$ cat src/rtl/conv_pipe_mac_pkg.sv
// conv_pkg: shared types and helpers for the conv_pipe_mac slice.
//   conv_state_t : controller state (LOAD -> COMPUTE -> DRAIN -> LOAD)
//   sat_trunc()  : reduces a wide signed sum to acc_size bits.
// Build option: CONV_SAT_EN
//   undefined -> two's-complement wrap (keep the acc_size LSBs)
//   defined   -> clamp to [-2^(acc_size-1), 2^(acc_size-1)-1]
package conv_pkg;

  typedef enum logic [1:0] {
    LOAD    = 2'd0,
    COMPUTE = 2'd1,
    DRAIN   = 2'd2
  } conv_state_t;

  // The result is returned sign-extended in 64 bits; callers keep the low
  // acc_size bits. acc_size must be in 2..63.
  function automatic logic signed [63:0] sat_trunc(input logic signed [63:0] sum,
                                                   input int acc_size);
    logic signed [63:0] r;
`ifdef CONV_SAT_EN
    logic signed [63:0] hi;
    logic signed [63:0] lo;
    hi = (64'sd1 <<< (acc_size - 1)) - 64'sd1;
    lo = -hi - 64'sd1;
    if (sum > hi)      r = hi;
    else if (sum < lo) r = lo;
    else               r = sum;
`else
    // Shift the kept field to the top, then arithmetic-shift back down so
    // the value reads as the wrapped acc_size-bit result.
    r = (sum <<< (64 - acc_size)) >>> (64 - acc_size);
`endif
    return r;
  endfunction

endpackage

$ cat src/rtl/conv_pipe_mac_if.sv
// conv_pipe_mac_if: X/F load streams and Y result stream of conv_pipe_mac.
//   slave  modport : the convolver side (accepts X/F, produces Y)
//   master modport : the stream masters / Y consumer side
// Handshake: every stream is valid/ready. A transfer happens on a rising clk
// edge where valid and ready are both high. A master holding valid keeps its
// data stable until that transfer; ready may change freely.
interface conv_pipe_mac_if #(
  parameter int DATA_WIDTH_X = 8,
  parameter int DATA_WIDTH_F = 8,
  parameter int ACC_SIZE     = 18
);
  logic                    s_valid_x;
  logic                    s_ready_x;
  logic [DATA_WIDTH_X-1:0] s_data_in_x;
  logic                    s_valid_f;
  logic                    s_ready_f;
  logic [DATA_WIDTH_F-1:0] s_data_in_f;
  logic                    m_valid_y;
  logic                    m_ready_y;
  logic [ACC_SIZE-1:0]     m_data_out_y;
  logic                    m_last_y;

  modport slave (
    input  s_valid_x, s_data_in_x, s_valid_f, s_data_in_f, m_ready_y,
    output s_ready_x, s_ready_f, m_valid_y, m_data_out_y, m_last_y
  );

  modport master (
    output s_valid_x, s_data_in_x, s_valid_f, s_data_in_f, m_ready_y,
    input  s_ready_x, s_ready_f, m_valid_y, m_data_out_y, m_last_y
  );
endinterface

$ cat src/rtl/conv_pipe_mac_load_ctrl.sv
// conv_load_ctrl: write-side control for one coefficient/sample memory.
//   clk, reset : clock, synchronous active-high reset
//   enable     : memory may be written (controller in LOAD)
//   clear      : restart the fill for the next vector
//   s_valid    : incoming stream valid
//   s_ready    : stream ready (low in reset, outside LOAD, or once full)
//   wr_en      : write strobe for the memory (accepted transfer)
//   wr_idx     : address of the element being written
//   full       : all SIZE elements have been written
module conv_load_ctrl #(
  parameter  int SIZE = 8,
  localparam int CW   = (SIZE > 1) ? $clog2(SIZE) : 1
) (
  input  logic          clk,
  input  logic          reset,
  input  logic          enable,
  input  logic          clear,
  input  logic          s_valid,
  output logic          s_ready,
  output logic          wr_en,
  output logic [CW-1:0] wr_idx,
  output logic          full
);
  logic [CW-1:0] cnt;

  // Gated by reset directly so ready is low while reset is held and high in
  // the very first cycle after it drops.
  assign s_ready = enable & ~full & ~reset;
  assign wr_en   = s_valid & s_ready;
  assign wr_idx  = cnt;

  always_ff @(posedge clk) begin
    if (reset || clear) begin
      cnt  <= '0;
      full <= 1'b0;
    end else if (wr_en) begin
      if (cnt == CW'(SIZE - 1)) full <= 1'b1;
      else                      cnt  <= cnt + 1'b1;
    end
  end
endmodule

$ cat src/rtl/conv_pipe_mac.sv
// conv_pipe_mac: pipelined 1-D valid convolution y[k] = sum_j x[k+j]*f[j].
//   clk, reset : clock, synchronous active-high reset
//   bus        : conv_pipe_mac_if.slave (X/F load streams, Y result stream)
//   state_dbg  : current controller state
// X and F are loaded in LOAD (either order), then COMPUTE issues one output
// index per advancing cycle into a 2-stage pipeline (S1 products, S2 sum),
// DRAIN waits for the final y to be taken and re-arms the loaders.
// Build option: CONV_SAT_EN selects saturation instead of wrap of the sum.
module conv_pipe_mac
  import conv_pkg::*;
#(
  parameter int DATA_WIDTH_X = 8,
  parameter int DATA_WIDTH_F = 8,
  parameter int X_SIZE       = 8,
  parameter int F_SIZE       = 4,
  parameter int ACC_SIZE     = 18
) (
  input  logic             clk,
  input  logic             reset,
  conv_pipe_mac_if.slave   bus,
  output conv_state_t      state_dbg
);
  localparam int N_OUT = X_SIZE - F_SIZE + 1;
  localparam int PW    = DATA_WIDTH_X + DATA_WIDTH_F;
  localparam int SUM_W = ACC_SIZE + $clog2(F_SIZE);
  localparam int IW    = (N_OUT > 1) ? $clog2(N_OUT) : 1;
  localparam int XW    = (X_SIZE > 1) ? $clog2(X_SIZE) : 1;
  localparam int FW    = (F_SIZE > 1) ? $clog2(F_SIZE) : 1;

  conv_state_t state, state_next;
  logic        clear;

  logic          x_wr, x_full, f_wr, f_full;
  logic [XW-1:0] x_idx;
  logic [FW-1:0] f_idx;

  logic signed [DATA_WIDTH_X-1:0] x_mem [X_SIZE];
  logic signed [DATA_WIDTH_F-1:0] f_mem [F_SIZE];
  logic signed [PW-1:0]           prod  [F_SIZE];
  logic signed [SUM_W-1:0]        sum;
  logic                           s1_valid, s1_last;
  logic [IW-1:0]                  idx;
  logic                           adv, issue, last_issue;

  conv_load_ctrl #(.SIZE(X_SIZE)) u_load_x (
    .clk(clk), .reset(reset), .enable(state == LOAD), .clear(clear),
    .s_valid(bus.s_valid_x), .s_ready(bus.s_ready_x),
    .wr_en(x_wr), .wr_idx(x_idx), .full(x_full)
  );

  conv_load_ctrl #(.SIZE(F_SIZE)) u_load_f (
    .clk(clk), .reset(reset), .enable(state == LOAD), .clear(clear),
    .s_valid(bus.s_valid_f), .s_ready(bus.s_ready_f),
    .wr_en(f_wr), .wr_idx(f_idx), .full(f_full)
  );

  // The whole pipeline (issue counter, S1, S2) moves only when the output
  // register is empty or being taken, so a stalled y stays put.
  assign adv        = ~bus.m_valid_y | bus.m_ready_y;
  assign issue      = (state == COMPUTE) & adv;
  assign last_issue = (idx == IW'(N_OUT - 1));
  assign state_dbg  = state;

  always_ff @(posedge clk) begin
    if (reset) state <= LOAD;
    else       state <= state_next;
  end

  always_comb begin
    state_next = state;
    clear      = 1'b0;
    case (state)
      LOAD:    if (x_full && f_full) state_next = COMPUTE;
      COMPUTE: if (issue && last_issue) state_next = DRAIN;
      DRAIN: begin
        if (bus.m_valid_y && bus.m_ready_y && bus.m_last_y) begin
          state_next = LOAD;
          clear      = 1'b1;
        end
      end
      default: state_next = LOAD;
    endcase
  end

  always_ff @(posedge clk) begin
    if (x_wr) x_mem[x_idx] <= bus.s_data_in_x;
    if (f_wr) f_mem[f_idx] <= bus.s_data_in_f;
  end

  always_ff @(posedge clk) begin
    if (reset)      idx <= '0;
    else if (issue) idx <= last_issue ? '0 : idx + 1'b1;
  end

  // S1: all F_SIZE products of the issued window in parallel.
  always_ff @(posedge clk) begin
    if (reset) begin
      s1_valid <= 1'b0;
      s1_last  <= 1'b0;
    end else if (adv) begin
      s1_valid <= issue;
      s1_last  <= issue & last_issue;
    end
  end

  always_ff @(posedge clk) begin
    if (issue) begin
      for (int j = 0; j < F_SIZE; j++)
        prod[j] <= PW'(x_mem[int'(idx) + j]) * PW'(f_mem[j]);
    end
  end

  always_comb begin
    sum = '0;
    for (int j = 0; j < F_SIZE; j++) sum = sum + SUM_W'(prod[j]);
  end

  // S2: reduced sum into the output register.
  always_ff @(posedge clk) begin
    if (reset) begin
      bus.m_valid_y    <= 1'b0;
      bus.m_last_y     <= 1'b0;
      bus.m_data_out_y <= '0;
    end else if (adv) begin
      bus.m_valid_y <= s1_valid;
      bus.m_last_y  <= s1_valid & s1_last;
      if (s1_valid) bus.m_data_out_y <= ACC_SIZE'(sat_trunc(64'(sum), ACC_SIZE));
    end
  end
endmodule

$ cat src/flat_wrapper.sv
// flat-port wrapper written by rule: the top's interface ports become plain ports
module conv_pipe_mac_flat import conv_pkg::*;
#(
  parameter int DATA_WIDTH_X = 8,
  parameter int DATA_WIDTH_F = 8,
  parameter int X_SIZE       = 8,
  parameter int F_SIZE       = 4,
  parameter int ACC_SIZE     = 18
)
  (clk, reset, state_dbg, bus_s_valid_x, bus_s_data_in_x, bus_s_valid_f, bus_s_data_in_f, bus_m_ready_y, bus_s_ready_x, bus_s_ready_f, bus_m_valid_y, bus_m_data_out_y, bus_m_last_y);
  conv_pipe_mac_if #(.DATA_WIDTH_X(DATA_WIDTH_X), .DATA_WIDTH_F(DATA_WIDTH_F), .ACC_SIZE(ACC_SIZE)) bus_i ();
  input  logic clk;
  input  logic reset;
  output conv_state_t state_dbg;
  input wire logic [$bits(bus_i.s_valid_x)-1:0] bus_s_valid_x;
  input wire logic [$bits(bus_i.s_data_in_x)-1:0] bus_s_data_in_x;
  input wire logic [$bits(bus_i.s_valid_f)-1:0] bus_s_valid_f;
  input wire logic [$bits(bus_i.s_data_in_f)-1:0] bus_s_data_in_f;
  input wire logic [$bits(bus_i.m_ready_y)-1:0] bus_m_ready_y;
  output wire logic [$bits(bus_i.s_ready_x)-1:0] bus_s_ready_x;
  output wire logic [$bits(bus_i.s_ready_f)-1:0] bus_s_ready_f;
  output wire logic [$bits(bus_i.m_valid_y)-1:0] bus_m_valid_y;
  output wire logic [$bits(bus_i.m_data_out_y)-1:0] bus_m_data_out_y;
  output wire logic [$bits(bus_i.m_last_y)-1:0] bus_m_last_y;
  assign bus_i.s_valid_x = bus_s_valid_x;
  assign bus_i.s_data_in_x = bus_s_data_in_x;
  assign bus_i.s_valid_f = bus_s_valid_f;
  assign bus_i.s_data_in_f = bus_s_data_in_f;
  assign bus_i.m_ready_y = bus_m_ready_y;
  assign bus_s_ready_x = bus_i.s_ready_x;
  assign bus_s_ready_f = bus_i.s_ready_f;
  assign bus_m_valid_y = bus_i.m_valid_y;
  assign bus_m_data_out_y = bus_i.m_data_out_y;
  assign bus_m_last_y = bus_i.m_last_y;
  conv_pipe_mac #(.DATA_WIDTH_X(DATA_WIDTH_X), .DATA_WIDTH_F(DATA_WIDTH_F), .X_SIZE(X_SIZE), .F_SIZE(F_SIZE), .ACC_SIZE(ACC_SIZE)) u_core (.clk(clk), .reset(reset), .bus(bus_i), .state_dbg(state_dbg));
endmodule
$ cat config.mk
export PLATFORM = sky130hd
export DESIGN_NAME = conv_pipe_mac_flat
export DESIGN_NICKNAME = d
export VERILOG_FILES = /design/src/rtl/conv_pipe_mac_pkg.sv /design/src/rtl/conv_pipe_mac_if.sv /design/src/rtl/conv_pipe_mac_load_ctrl.sv /design/src/rtl/conv_pipe_mac.sv /design/src/flat_wrapper.sv
export SDC_FILE = /design/constraint.sdc
export NUM_CORES = 1
export LEC_CHECK = 0
export CAP_MARGIN = 25
export CORE_MARGIN = 8
export CORE_UTILIZATION = 65
export CTS_CLUSTER_DIAMETER = 50
export DETAILED_ROUTE_END_ITERATION = 8
export GPL_TIMING_DRIVEN = 0
export PLACE_DENSITY = 0.85
export SLEW_MARGIN = 20
export SYNTH_ARGS = -nofsm -noshare
export SYNTH_HDL_FRONTEND = slang
export SYNTH_HIERARCHICAL = 1
export SYNTH_SLANG_ARGS = --single-unit
$ cat constraint.sdc
create_clock -name clk -period 14.48 [get_ports clk]
set_clock_uncertainty 0.05 [all_clocks]
set_input_delay 2.896 -clock clk [delete_from_list [all_inputs] [get_ports clk]]
set_output_delay 2.896 -clock clk [all_outputs]
set_load 0.02 [all_outputs]
==> results.md <==
* Drt initial violations at roughly 820
* Outcome: complete, no violations
* Share of cells above drive strength 1 at 7.562%
* Setup CP Type: in2out
* FP Rows at 63
* Layout Nets at 2,172
* Final Power at between 1.5 and 2 mW
* Worst-Margin Slew at around 1 ns
* Placed inst area at ~21,000 sq um
* Post-layout instance area at between 20,000 and 25,000 sq um
* Post-synth ARST share at 0%
* Cts bufs inserted at 17
* Vias/cell at slightly below 6
* Worst min-delay path startpoint: u_core/bus.m_data_out_y[6]
* Sw frac at about a third
* P_leak at 8.724 nW
* Clock Tree Root: clkbuf_16
* DRC at 0
* Post-Layout Cell Count at 2,162
* DR vias at 12,571
* Int Power at about 1.1 mW
* Initial Util at approximately 66%
* Hold Crit Class: reg2reg
* Setup Fix Bufs, Post-CTS at 0
* Power Density at 74.98 nW/um^2
* Tcrit/Tclk final at 50.34%
* Crit-path max FO at 9
* Pre-Repair DR Iteration Count at 5
* H-tree depth at 4
* Final-report hold violation count at 0
* Port bufs at 44
* Crit path DAT at ~4.3 ns
* Post-synth EDFFs at 160
* Worst-Skew Late Latency at between 0.4 and 0.5 ns
* Sequential share of power at around 40%
* Cell area after synthesis at 19,540 sq um
* Post-synthesis sequential area ratio at 28.38%
* RSZ-0062 raised after global routing: false
* Post-Place Cells at 2,129
* Post-route ant nets at 0
* Dpl ws at roughly 7.2 ns
* Relative slew slack at 31.11%
* Hold_buf cts at 0
* I/O pin count at between 40 and 50
* GP Congestion at between 0.9 and 1
* Wire per inst at 20.09 microns
* Post-layout min period at about 7.3 ns
* Combinational group share of total power at between 20% and 30%
* Max Freq at roughly 140 MHz
* Grt ovf at 0
* Setup TNS at 0 ns
* Synth Net Count at between 2,000 and 2,500
* CTS resizes at 0
* Yosys reg bits at slightly below 200
* R2R setup slack at 7.54 ns
* Die Y at about 190 microns
* Clk network pwr share at a little under a third
* Avg Inst Size Synth at about 12 sq um
* Slew Limit Fails at 0
* Worst R2R End: u_core/prod[3][14]
* Largest net degree at the start of global routing at 23
* Critical Path End Type: output port
* Clock transition at path regs at about 0.07 ns
* Post-Syn Instances at ~1,700
* Max IR drop VDD at between 100 and 150 uV
* Vias in the first global route at ~14,000
* Hold endpoint: u_core/bus.m_data_out_y[6]
* Core area at 29,640 sq um
* Syn. warnings at 6
* First-pass GRT wire length at between 70,000 and 80,000 microns
* Hold depth at 2
* Final Routed Wirelength at 43,440 microns
* GRT Util Overall at about 25%
* Die footprint at between 30,000 and 40,000 sq um
* Layout area overhead at 8.357%
* RR Startpoint: u_core/idx[1]
* Worst path required time at 11.53 ns
* CP Launch Type: primary input
* Yosys cell types at 70
* Top_reg_cell synth: edfxtp_1
* Fin worst setup slack at about 7.2 ns
* Die W at approximately 190 microns
* Antenna fix cells at 0
* TritonCTS clock tree: done
* Worst r2r path cells at 22
* Max Cap Violations at 0
* P_sw at 505.0 uW
* Final setup vio count at 0
* Hpwl dp at 35,280 microns
* CTS Sinks at between 150 and 200
* CTS Buffer Depth at 2
* Initial antenna violation count at 0
==> metal layers <==
| layer | track usage (%) | up-vias | share of wire [%] |
|---|---|---|---|
| met5 | 0 | - | 0 |
| met4 | 11.12 | 0 | 4.1 |
| met3 | 4.636 | 104 | 6.2 |
| met2 | 44.09 | 443 | 51 |
| met1 | 29.51 | 6340 | 39 |
| li1 | - | 5684 | - |
==> layout by cell type, fill, tap and decap left out, types with 3 or more instances in the layout <==
| master | instances |
|---|---|
| a211oi_1 | 8 |
| a21o_1 | 12 |
| a21oi_1 | 57 |
| a31oi_1 | 8 |
| and2_1 | 39 |
| and3_1 | 4 |
| buf_2 | 4 |
| buf_4 | 4 |
| buf_6 | 8 |
| clkbuf_1 | 10 |
| clkbuf_16 | 17 |
| clkdlybuf4s50_1 | 44 |
| clkinv_8 | 4 |
| dfxtp_1 | 37 |
| edfxtp_1 | 160 |
| fa_1 | 253 |
| ha_1 | 139 |
| inv_1 | 319 |
| inv_12 | 4 |
| mux2_2 | 4 |
| mux2i_1 | 38 |
| mux2i_2 | 6 |
| mux2i_4 | 5 |
| mux4_2 | 48 |
| nand2_1 | 57 |
| nand2b_1 | 50 |
| nand3_1 | 12 |
| nor2_1 | 48 |
| nor2b_1 | 175 |
| nor3_1 | 13 |
| nor3b_1 | 3 |
| nor4_1 | 3 |
| o211ai_1 | 7 |
| o21a_1 | 4 |
| o21ai_0 | 27 |
| o21bai_1 | 8 |
| or2_2 | 3 |
| xnor2_1 | 63 |
| xor2_1 | 12 |
==> power groups by stage <==
| stage | registers [mW] | clock network [mW] | logic [mW] |
|---|---|---|---|
| 3_3_place_gp | 0.658 | 0 | 0.428 |
| 3_5_place_dp | 0.658 | 0 | 0.451 |
| 5_1_grt | 0.646 | 0.516 | 0.515 |
| 4_1_cts | 0.645 | 0.495 | 0.455 |
| 6_report | 0.646 | 0.488 | 0.454 |
| 2_1_floorplan | 0.656 | 0 | 0.349 |
==> critical path, cell delays in order <==
cell and delay [ns]:
clkdlybuf4s50_1 0.56, nor3b_1 0.24, clkdlybuf4s50_1 0.64
==> state kept, by name (all words and copies together), names as in the netlist, 2 cells and up, named ones only <==
| register | cells |
|---|---|
| u_core/prod | 64 |
| u_core/state_dbg | 2 |
| u_core/x_mem | 64 |
| u_core/bus.m_data_out_y | 18 |
| u_core/f_mem | 32 |
| u_core/u_load_f/wr_idx | 2 |
| u_core/u_load_x/wr_idx | 3 |
| u_core/idx | 3 |
==> stage by stage <==
stage / hold WS (ns) / utilization, %
2_1_floorplan: 0.3866 / -
3_3_place_gp: 0.3916 / 69.05
3_5_place_dp: 0.3952 / 69.31
4_1_cts: 0.4057 / 71.40
5_1_grt: 0.4206 / 71.43
6_report: 0.4056 / 71.43
==> synthesized netlist by cell type (all sizes together), types with 5 or more instances <==
cell type / instances / share of area [%]
nor2: 48 / 0.92
mux2i: 49 / 2.9
nand2b: 50 / 1.6
a21o: 12 / 0.46
dfxtp: 37 / 3.8
o21ai: 29 / 0.74
edfxtp: 160 / 25
xor2: 13 / 0.68
a31oi: 8 / 0.26
inv: 319 / 6.1
and2: 39 / 1.2
fa: 253 / 26
o21bai: 8 / 0.31
ha: 139 / 8.9
nor3: 15 / 0.38
nand3: 12 / 0.31
a21oi: 59 / 1.5
nand2: 57 / 1.1
o211ai: 7 / 0.27
nor3b: 5 / 0.22
clkbuf: 10 / 0.19
a211oi: 10 / 0.44
buf: 14 / 0.63
xnor2: 64 / 3.0
nor2b: 175 / 5.6
mux4: 48 / 5.5
==> cells by family after synthesis <==
kind of cell / share of synthesized area (%)
flops: 28.38
buf+inv: 6.948
fa+ha+maj: 34.83
mux: 8.710
xor+xnor: 3.644
compound gates: 5.277
simple gates: 12.21
==> how the worst max path moves through the flow <==
stage,from,endpoint,slack [ns],cells past startpoint
floorplan,bus_m_ready_y,u_core/state_dbg[0],7.94,5
global placement,bus_m_ready_y,u_core/state_dbg[0],5.67,6
detailed placement,reset,bus_s_ready_f,7.20,3
CTS,reset,bus_s_ready_f,7.19,3
global route,reset,bus_s_ready_f,7.11,3
finish,reset,bus_s_ready_f,7.19,3
==> cell type report <==
cell class	count	area [sq um]
flip-flops and latches	197	5545
repair buffers	50	504.2
clock buffers	17	425.4
well taps	390	488.0
plain buffers	24	160.2
multi-input cells	1150	12660
clock inverters	15	193.9
fillers	2018	8468
inverters	319	1197
Note: power is estimated with default switching activity, not from simulation.
